### src/rtl/reg_scoreboard_pkg.sv
// reg_scoreboard_pkg: shared CPU register-file constants for the issue scoreboard
package reg_scoreboard_pkg;
  localparam int NUM_REGS = 32;
  localparam int REG_W = $clog2(NUM_REGS);
  localparam int ZERO_REG = 0;
  localparam int MAX_PEND_DEF = 3;
endpackage

### src/rtl/pend_counter.sv
// pend_counter: per-register pending-write counter that never wraps in either direction
module pend_counter #(
  parameter int MAX_PEND = 3,
  parameter int W = $clog2(MAX_PEND + 1)
) (
  input  logic         clk,
  input  logic         rst,
  input  logic         inc,
  input  logic         dec,
  output logic [W-1:0] count,
  output logic         nonzero
);
  always_ff @(posedge clk)
    if (rst) count <= '0;
    else if (inc && !dec && count != W'(MAX_PEND)) count <= count + 1'b1;
    else if (dec && !inc && count != '0) count <= count - 1'b1;
  assign nonzero = count != '0;
endmodule

### src/rtl/reg_scoreboard.sv
// reg_scoreboard: tracks in-flight register writes and stalls issue on RAW hazards or a full counter
module reg_scoreboard
  import reg_scoreboard_pkg::*;
#(
  parameter int MAX_PEND = MAX_PEND_DEF
) (
  input  logic                clk,
  input  logic                rst,
  input  logic                issue_valid,
  input  logic [REG_W-1:0]    issue_rs,
  input  logic [REG_W-1:0]    issue_rt,
  input  logic                issue_use_rs,
  input  logic                issue_use_rt,
  input  logic                issue_regwrite,
  input  logic [REG_W-1:0]    issue_rd,
  output logic                stall,
  input  logic                wb_regwrite,
  input  logic [REG_W-1:0]    wb_rd,
  output logic [NUM_REGS-1:0] busy_mask,
  output logic                wb_underflow
);
  localparam int W = $clog2(MAX_PEND + 1);
  localparam logic [REG_W-1:0] ZR = REG_W'(ZERO_REG);
  logic [W-1:0] cnt [NUM_REGS];
  logic [NUM_REGS-1:0] nz;
  logic rs_hazard, rt_hazard, dest_full, accept;
  assign rs_hazard = issue_use_rs && issue_rs != ZR && nz[issue_rs];
  assign rt_hazard = issue_use_rt && issue_rt != ZR && nz[issue_rt];
  assign dest_full = issue_regwrite && issue_rd != ZR && cnt[issue_rd] == W'(MAX_PEND);
  assign stall = issue_valid && (rs_hazard || rt_hazard || dest_full);
  assign accept = issue_valid && !stall;
  assign busy_mask = nz;
  genvar i;
  generate
    for (i = 0; i < NUM_REGS; i++) begin : g_reg
      if (i == ZERO_REG) begin : g_zero
        assign cnt[i] = '0;
        assign nz[i] = 1'b0;
      end else begin : g_cnt
        pend_counter #(.MAX_PEND(MAX_PEND), .W(W)) u_cnt (
          .clk(clk),
          .rst(rst),
          .inc(accept && issue_regwrite && issue_rd == REG_W'(i)),
          .dec(wb_regwrite && wb_rd == REG_W'(i)),
          .count(cnt[i]),
          .nonzero(nz[i])
        );
      end
    end
  endgenerate
  // sticky until reset; the counter itself refuses to go below zero
  always_ff @(posedge clk)
    if (rst) wb_underflow <= 1'b0;
    else if (wb_regwrite && wb_rd != ZR && !nz[wb_rd]) wb_underflow <= 1'b1;
endmodule
### config.mk
export PLATFORM = sky130hd
export DESIGN_NAME = reg_scoreboard
export DESIGN_NICKNAME = d
export VERILOG_FILES = /design/src/rtl/reg_scoreboard_pkg.sv /design/src/rtl/pend_counter.sv /design/src/rtl/reg_scoreboard.sv
export SDC_FILE = /design/constraint.sdc
export NUM_CORES = 1
export LEC_CHECK = 0
export ABC_AREA = 1
export CAP_MARGIN = 0
export CORE_UTILIZATION = 65
export CTS_BUF_LIST = sky130_fd_sc_hd__clkbuf_4
export CTS_CLUSTER_SIZE = 20
export DETAILED_ROUTE_END_ITERATION = 8
export HOLD_SLACK_MARGIN = 0.06
export PLACE_DENSITY = 0.95
export SYNTH_ARGS = -nofsm -noshare
export SYNTH_HDL_FRONTEND = slang
export SYNTH_SLANG_ARGS = --single-unit
### constraint.sdc
create_clock -name clk -period 4.35 [get_ports clk]
set_clock_uncertainty 0.15 [all_clocks]
set_input_delay 0.6525 -clock clk [delete_from_list [all_inputs] [get_ports clk]]
set_output_delay 0.6525 -clock clk [all_outputs]
set_load 0.1 [all_outputs]
==> results.md, run 1 <==
- Status: complete, but fails checks
- Failing checks: design-rule violations
- Tmin final: between 3 and 4 ns
- Crit path max fanout: 13
- First-pass GRT wire length: about 32000 um
- Pre-Repair DR Iteration Count: 9
- Starting Density: between 60% and 70%
- Post-synthesis cell area: between 6000 and 7000 um^2
- Vias in the first global route: ~6700
- Count of unique library cells instantiated by Yosys: 33
- Resized Gates After CTS: 0
- Max-cap violation count: 0
- Initial antenna violation count: 1
- FMAX: about 0.27 GHz
- Initial drt markers: between 1000 and 1500
- Antenna Nets Post-Route: 0
- Synthesized instance count: ~1100
- Final core occ: 73.78%
- Slew HR: approximately a third
- CTS tree: built
- Core area: approximately 9000 um^2
- Max Root-Sink Buffers: 2
- Via count: approximately 7400
- Kind of critical path: in2out
- Min-delay worst type: reg2reg
- Fin crit share: 83.81%
- Largest net degree at the start of global routing: 44
- CTS HTree Levels: 3
- Slew Viols, Final: 0
- Routability cong.: 1.056
- Drt drc: 19
- Setup Buffers After CTS: 0
- Die Span X: between 90 and 100 um
- Flop pwr share: between 40% and 50%
- DP HPWL: approximately 15000 um
- Average cell area after synthesis: between 5 and 6 um^2
- Power per standard cell area: ~200 nW/um^2
- Final setup vio count: 0
- Final nets: 1146
- Std cell rows: 34
- Sequential area share after synthesis: 20.99%
- Area of the die: 9632 um^2
- IO Port Bufs: 59
- Hold_buf cts: 0
- Clock network fraction of total power: between 30% and 40%
- Worst skew pair latency: around 0.45 ns
- Pleak: between 2 and 3 nW
- Critical Path AT: roughly 2.8 ns
- Comb power frac: about a fifth
- Worst-path clk slew: 0.13 ns
- Vias per cell: 6.023
- Worst Setup Slack, final: 0.7044 ns
- Total CTS buffers: 9
- Int Pwr: around 0.88 mW
- Synth Warn #: 0
- Critical Path RT: roughly 3.6 ns
- Layout cells sized above 1: under 10%
- Setup_tns: 0 ns
- RSZ-0062 raised after global routing: no
- Clk root buf: clkbuf_4
- Fin. Hold Viols: 0
- Worst Max-Slew Pin Slew: just under 1 ns
- Total track usage: 41.51%
- Die H: roughly 98 um
- Worst VDD drop: ~0.15 mV
- Area delta synth->final: 8.663%
- Clock Sinks: 63
- Worst Setup Start Kind: primary input
- Switching fraction of total power: ~33%
- Critical path endpoint category: output pin
- Routed wire length per instance: 15.93 um
- GR Overflow Total: 0
- I/O pin count: 61
- Mapped Nets: approximately 1100
- Switching pwr: 0.4416 mW
- Synth Register Bits: between 60 and 70
- Total Wirelength: 19630 um
- Pre-CTS WS: roughly 0.69 ns
- Fill cells: 810
-- state kept, by name, summed over array words and instances, names as in the netlist --
signal	cells
g.g_cnt.u_cnt.count	62
wb_underflow	1
-- power groups by stage --
stage	combinational, mW	clock [mW]	sequential, mW
3_3_place_gp	0.255	0	0.594
3_5_place_dp	0.256	0	0.594
2_1_floorplan	0.173	0	0.599
4_1_cts	0.257	0.461	0.581
6_report	0.268	0.469	0.581
5_1_grt	0.282	0.483	0.582
-- Yosys cell counts, drive strengths merged --
master,instances,area [um^2]
a31oi,27,168.9
nand2,396,1505
buf,57,424.2
conb,1,3.750
a221oi,3,26.28
clkbuf,10,37.54
inv,126,473.0
o21ai,21,105.1
nor3,26,130.1
a211oi,1,7.510
clkinv,3,11.26
o41ai,3,26.28
nand3b,26,195.2
o2111ai,1,8.760
nor2,135,541.8
o22ai,3,18.77
nand4,2,12.51
a21oi,47,235.2
o31ai,1,7.510
a21boi,1,7.510
nand3,151,785.8
dfxtp,63,1261
a22oi,2,15.01
-- metal layers --
layer  track usage [%]  vias to the layer above  share of wire (%)
met2             62.84                      571                 42
met5                 0                        -                  0
met4             22.73                        0                5.0
met1             53.56                     3200                 38
li1                  -                     3544                  -
met3             11.31                      105                 16
-- cell usage in the layout, fill, tap and decap left out, types with 6 or more instances in the layout --
| cell | netlist | final |
|---|---|---|
| a21oi_1 | 47 | 47 |
| a31oi_1 | 27 | 27 |
| buf_4 | 37 | 8 |
| clkbuf_4 | 0 | 9 |
| clkdlybuf4s50_1 | 0 | 58 |
| clkinv_1 | 3 | 6 |
| dfxtp_1 | 63 | 63 |
| inv_1 | 123 | 123 |
| nand2_1 | 394 | 394 |
| nand3_1 | 145 | 145 |
| nand3_2 | 6 | 6 |
| nand3b_1 | 26 | 26 |
| nor2_1 | 129 | 129 |
| nor3_1 | 26 | 26 |
| o21ai_0 | 18 | 18 |
-- kinds of logic after synthesis --
family	after synthesis	share of synthesized area [%]
AOI/OAI and AO/OA	110	10.43
buffers and inverters	196	15.74
DFF	63	20.99
other	1	0.06241
and+or+nand+nor	736	52.77
-- critical path: stages --
cell             delay (ns)
clkdlybuf4s50_1        0.63
buf_4                  0.31
nor2_1                 0.22
nand2_1                0.07
nand2_1                0.09
nor2_1                 0.04
nor2_1                 0.09
nor2_1                 0.05
nand2_1                0.06
nand3_1                0.07
nand2_1                0.06
nand2_1                0.06
nand3_2                0.09
nand2_1                0.07
inv_1                  0.09
buf_12                 0.18
-- area by class of cell --
type                       instances  area, um^2  share of cell area, %
antenna                            1       2.502                0.03833
clock buffer                       9       67.56                  1.035
clock inverter                     6       76.32                  1.169
inverter                         129       484.2                  7.417
multi-input combinational        847        3801                  58.22
sequential                        63        1261                  19.32
tap                              108       135.1                  2.070
timing repair buffer              69       700.7                  10.73
-- stage by stage --
stage	cells	hold WS [ns]	total power, mW	area [um^2]
5_1_grt	1232	0.3527	1.346	6529
3_5_place_dp	1216	0.3162	0.8504	6382
4_1_cts	1231	0.3275	1.299	6526
6_report	1232	0.3246	1.318	6529
3_3_place_gp	1216	0.3087	0.8492	6382
2_1_floorplan	1106	0.2980	0.7722	6008
-- worst paths after layout --
path	start	endpoint	slack [ns]	cells past startpoint
setup reg to reg	g_reg[15].g_cnt.u_cnt.count[1]	g_reg[23].g_cnt.u_cnt.count[0]	1.52	17
hold / removal	g_reg[4].g_cnt.u_cnt.count[0]	g_reg[4].g_cnt.u_cnt.count[1]	0.32	2
setup / recovery	issue_rd[1]	stall	0.70	16
hold reg to reg	g_reg[4].g_cnt.u_cnt.count[0]	g_reg[4].g_cnt.u_cnt.count[1]	0.32	2
(Power assumes the default switching activity.)
==> run 2: changes to the inputs <==
--- a/config.mk
+++ b/config.mk
@@ -7,12 +7,12 @@
 export LEC_CHECK = 0
 export ABC_AREA = 1
 export CAP_MARGIN = 0
-export CORE_UTILIZATION = 65
+export CORE_UTILIZATION = 54
 export CTS_BUF_LIST = sky130_fd_sc_hd__clkbuf_4
 export CTS_CLUSTER_SIZE = 20
 export DETAILED_ROUTE_END_ITERATION = 8
 export HOLD_SLACK_MARGIN = 0.06
-export PLACE_DENSITY = 0.95
+export PLACE_DENSITY = 0.9
 export SYNTH_ARGS = -nofsm -noshare
 export SYNTH_HDL_FRONTEND = slang
 export SYNTH_SLANG_ARGS = --single-unit
==> constraint.sdc (replaced) <==
create_clock -name clk -period 3.1 [get_ports clk]
set_clock_uncertainty 0.15 [all_clocks]
set_input_delay 0.465 -clock clk [delete_from_list [all_inputs] [get_ports clk]]
set_output_delay 0.465 -clock clk [all_outputs]
set_load 0.1 [all_outputs]
==> results.md, run 2 (synthesis results as in run 1) <==
- Final core occ: 63.10% (was 73.78%)
- Drt drc: 0 (was 19)
- First-pass GRT wire length: 32560 um (was 31880 um)
- Core area: 10840 um^2 (was 8848 um^2)
- FF-to-FF path depth: 16 (was 17)
- Overall Power: 1.833 mW (was 1.318 mW)
- Die H: 107.5 um (was 98.15 um)
- Fin cells: 1297 (was 1232)
- Biggest regs: g.g_cnt.u_cnt.count x62, wb_underflow x1 (unchanged)
- Antenna Nets Post-Route: 0 (unchanged)
- Critical path's slowest cell: clkdlybuf4s50_1 (unchanged)
- Critical Path RT: 2.48 ns (was 3.55 ns)
- Clock Sinks: 63 (unchanged)
- Kind of critical path: in2out (unchanged)
- Total CTS buffers: 9 (unchanged)
- FMAX: 0.3408 GHz
- Pleak: 2.881 nW (was 2.622 nW)
- Worst reg2reg path startpoint: g_reg[16].g_cnt.u_cnt.count[0] (was g_reg[15].g_cnt.u_cnt.count[1])
- Slew HR: 58.15% (was 34.33%)
- Total track usage: 36.56% (was 41.51%)
- Worst path max stage delay: 0.62 ns (was 0.63 ns)
- Crit path from: issue_rs[1] (was issue_rd[1])
- Worst VDD drop: 0.1765 mV (was 0.1501 mV)
- RSZ-0062 raised after global routing: no (unchanged)
- Clk root buf: clkbuf_4 (unchanged)
- Hold WS: 0.3063 ns (was 0.3246 ns)
- Diode count: 0 (was 1)
- Vias per cell: 5.854 (was 6.023)
- Area of the die: 11550 um^2 (was 9632 um^2)
- Layout cells sized above 1: 10.37% (was 3.562%)
- Worst Setup Start Kind: primary input (unchanged)
- Worst-path clk slew: 0.13 ns (about the same)
- Hold path startpoint: g_reg[14].g_cnt.u_cnt.count[0] (was g_reg[4].g_cnt.u_cnt.count[0])
- Critical Path AT: 2.32 ns (was 2.84 ns)
- Critical path cell sequence: clkdlybuf4s50_1 -> nor2_4 -> inv_1 -> nand2_1 -> a21oi_1 -> nand2_1 -> nand3_1 -> nand2_1 -> nand2_1 -> nand3_4 -> nand3_4 -> nand2_1 -> inv_1 -> buf_12 (was clkdlybuf4s50_1 -> buf_4 -> nor2_1 -> nand2_1 -> nand2_1 -> nor2_1 -> nor2_1 -> nor2_1 -> nand2_1 -> nand3_1 -> nand2_1 -> nand2_1 -> nand3_2 -> nand2_1 -> inv_1 -> buf_12)
- Power per standard cell area: 268.0 nW/um^2 (was 201.9 nW/um^2)
- Setup_tns: 0 ns (unchanged)
- GR Overflow Total: 0 (unchanged)
- Crit path max fanout: 8 (was 13)
- Max reg flops: 62 (unchanged)
- Die Span X: 107.5 um (was 98.15 um)
- Most frequent cells in the layout: nand2_1 (390), nand3_1 (143), nor2_1 (126) (was nand2_1 (394), nand3_1 (145), nor2_1 (129))
- Top reg by flops: g.g_cnt.u_cnt.count (unchanged)
- Fin crit share: a little over nine tenths
- Via count: 7592 (was 7420)
- Max Root-Sink Buffers: 2 (unchanged)
- Worst Max-Slew Pin Slew: 0.6271 ns (was 0.9820 ns)
- Max-cap violation count: 0 (unchanged)
- Post-Place Cells: 1280 (was 1216)
- Final nets: 1180 (was 1146)
- Largest net degree at the start of global routing: 59 (was 44)
- Fin. Hold Viols: 0 (unchanged)
- Fill cells: 1059 (was 810)
- Final setup vio count: 0 (unchanged)
- Tmin final: 2.934 ns
- Status: complete, no violations (was complete, but fails checks)
- Total Wirelength: 20790 um (was 19630 um)
- FF-to-FF End: g_reg[16].g_cnt.u_cnt.count[0] (was g_reg[23].g_cnt.u_cnt.count[0])
- Area delta synth->final: 13.85% (was 8.663%)
- WHS Path Cells: 2 (unchanged)
- Starting Density: 55.42% (was 67.90%)
- Routed wire length per instance: 16.03 um (was 15.93 um)
- Std cell rows: 38 (was 34)
- Slew Viols, Final: 0 (unchanged)
- CTS tree: built (unchanged)
- I/O pin count: 61 (unchanged)
- Min-delay worst type: reg2reg (unchanged)
- Commonest non-fill, non-tap cell in the layout: nand2_1 (unchanged)
- Critical path endpoint category: output pin (unchanged)
- IO Port Bufs: 59 (unchanged)
- Worst Hold End: g_reg[14].g_cnt.u_cnt.count[1] (was g_reg[4].g_cnt.u_cnt.count[1])
- CTS HTree Levels: 3 (unchanged)
- R2R setup slack: 0.61 ns (was 1.52 ns)
- Worst skew pair latency: 0.44 ns (was 0.45 ns)
- Most used cell, CP: nand2_1 (unchanged)
- Initial antenna violation count: 0 (was 1)
- DP HPWL: 15710 um (was 14580 um)
- Initial drt markers: 1248 (was 1006)
- Routability cong.: 1.049 (was 1.056)
- Vias in the first global route: 6603 (was 6671)
- Pre-Repair DR Iteration Count: 6 (was 9)
==> run 2: cell count changes in the layout (fill, tap and decap cells not counted), moves of 4 or more <==
cell | previous run | this run
buf_4 | 8 | 66
clkdlybuf4s50_1 | 58 | 23
clkinvlp_4 | 0 | 6
buf_12 | 3 | 7
clkinv_1 | 6 | 2
nand2_1 | 394 | 390
nand2_2 | 1 | 5
==> run 2: how the worst max path moves through the flow <==
stage / to / slack (ns) / cells after the start
finish: stall / 0.17 / 14
global route: stall / 0.002 / 14
CTS: stall / 0.002 / 12
detailed placement: g_reg[25].g_cnt.u_cnt.count[0] / -0.02 / 19
global placement: g_reg[8].g_cnt.u_cnt.count[0] / 0.01 / 19
floorplan: stall / 0.40 / 17
==> run 2: worst max-delay path: cells and delay by family <==
kind                   cells  cell delay [ns]
AO/OA/AOI/OAI              1             0.11
buffers and inverters      4             0.97
AND/OR/NAND/NOR            9             0.77
==> run 2: per-stage QoR <==
| step | instance area, um^2 | setup WS [ns] |
|---|---|---|
| floorplan | 6008 | 0.3969 |
| global route | 6840 | 0.001509 |
| finish | 6840 | 0.1659 |
| CTS | 6763 | 0.002409 |
| global placement | 6633 | 0.01391 |
| detailed placement | 6633 | -0.02245 |
==> run 2: report_power, final <==
part | internal, mW | switching (mW)
Combinational | 0.136 | 0.289
Sequential | 0.812 | 0.00314
Clock | 0.238 | 0.355
==> run 2: final cells by class <==
class                   count  area (um^2)  share of cell area [%]
repair buffers            102        930.9                   13.61
repair inverters            1        7.507                  0.1097
well taps                 140        175.2                   2.561
clock inverters             6        62.56                  0.9146
inverters                 129        491.7                   7.189
clock buffers               9        67.56                  0.9877
flip-flops and latches     63         1261                   18.44
multi-input cells         847         3844                   56.19
==> run 2: metal layers <==
metal / global-route usage (%) / wire length (um) / vias to the layer above
met5: 0 / 0 / -
met4: 16.93 / 989 / 0
met3: 10.29 / 3288 / 116
met2: 55.72 / 8690 / 571
met1: 47.45 / 7824 / 3291
li1: - / - / 3614
==> run 2: what timing repair did <==
item,CTS,global route
buffers inserted,0,0
hold buffers,0,0
endpoints found under the setup margin,0,1
resized for setup,0,19
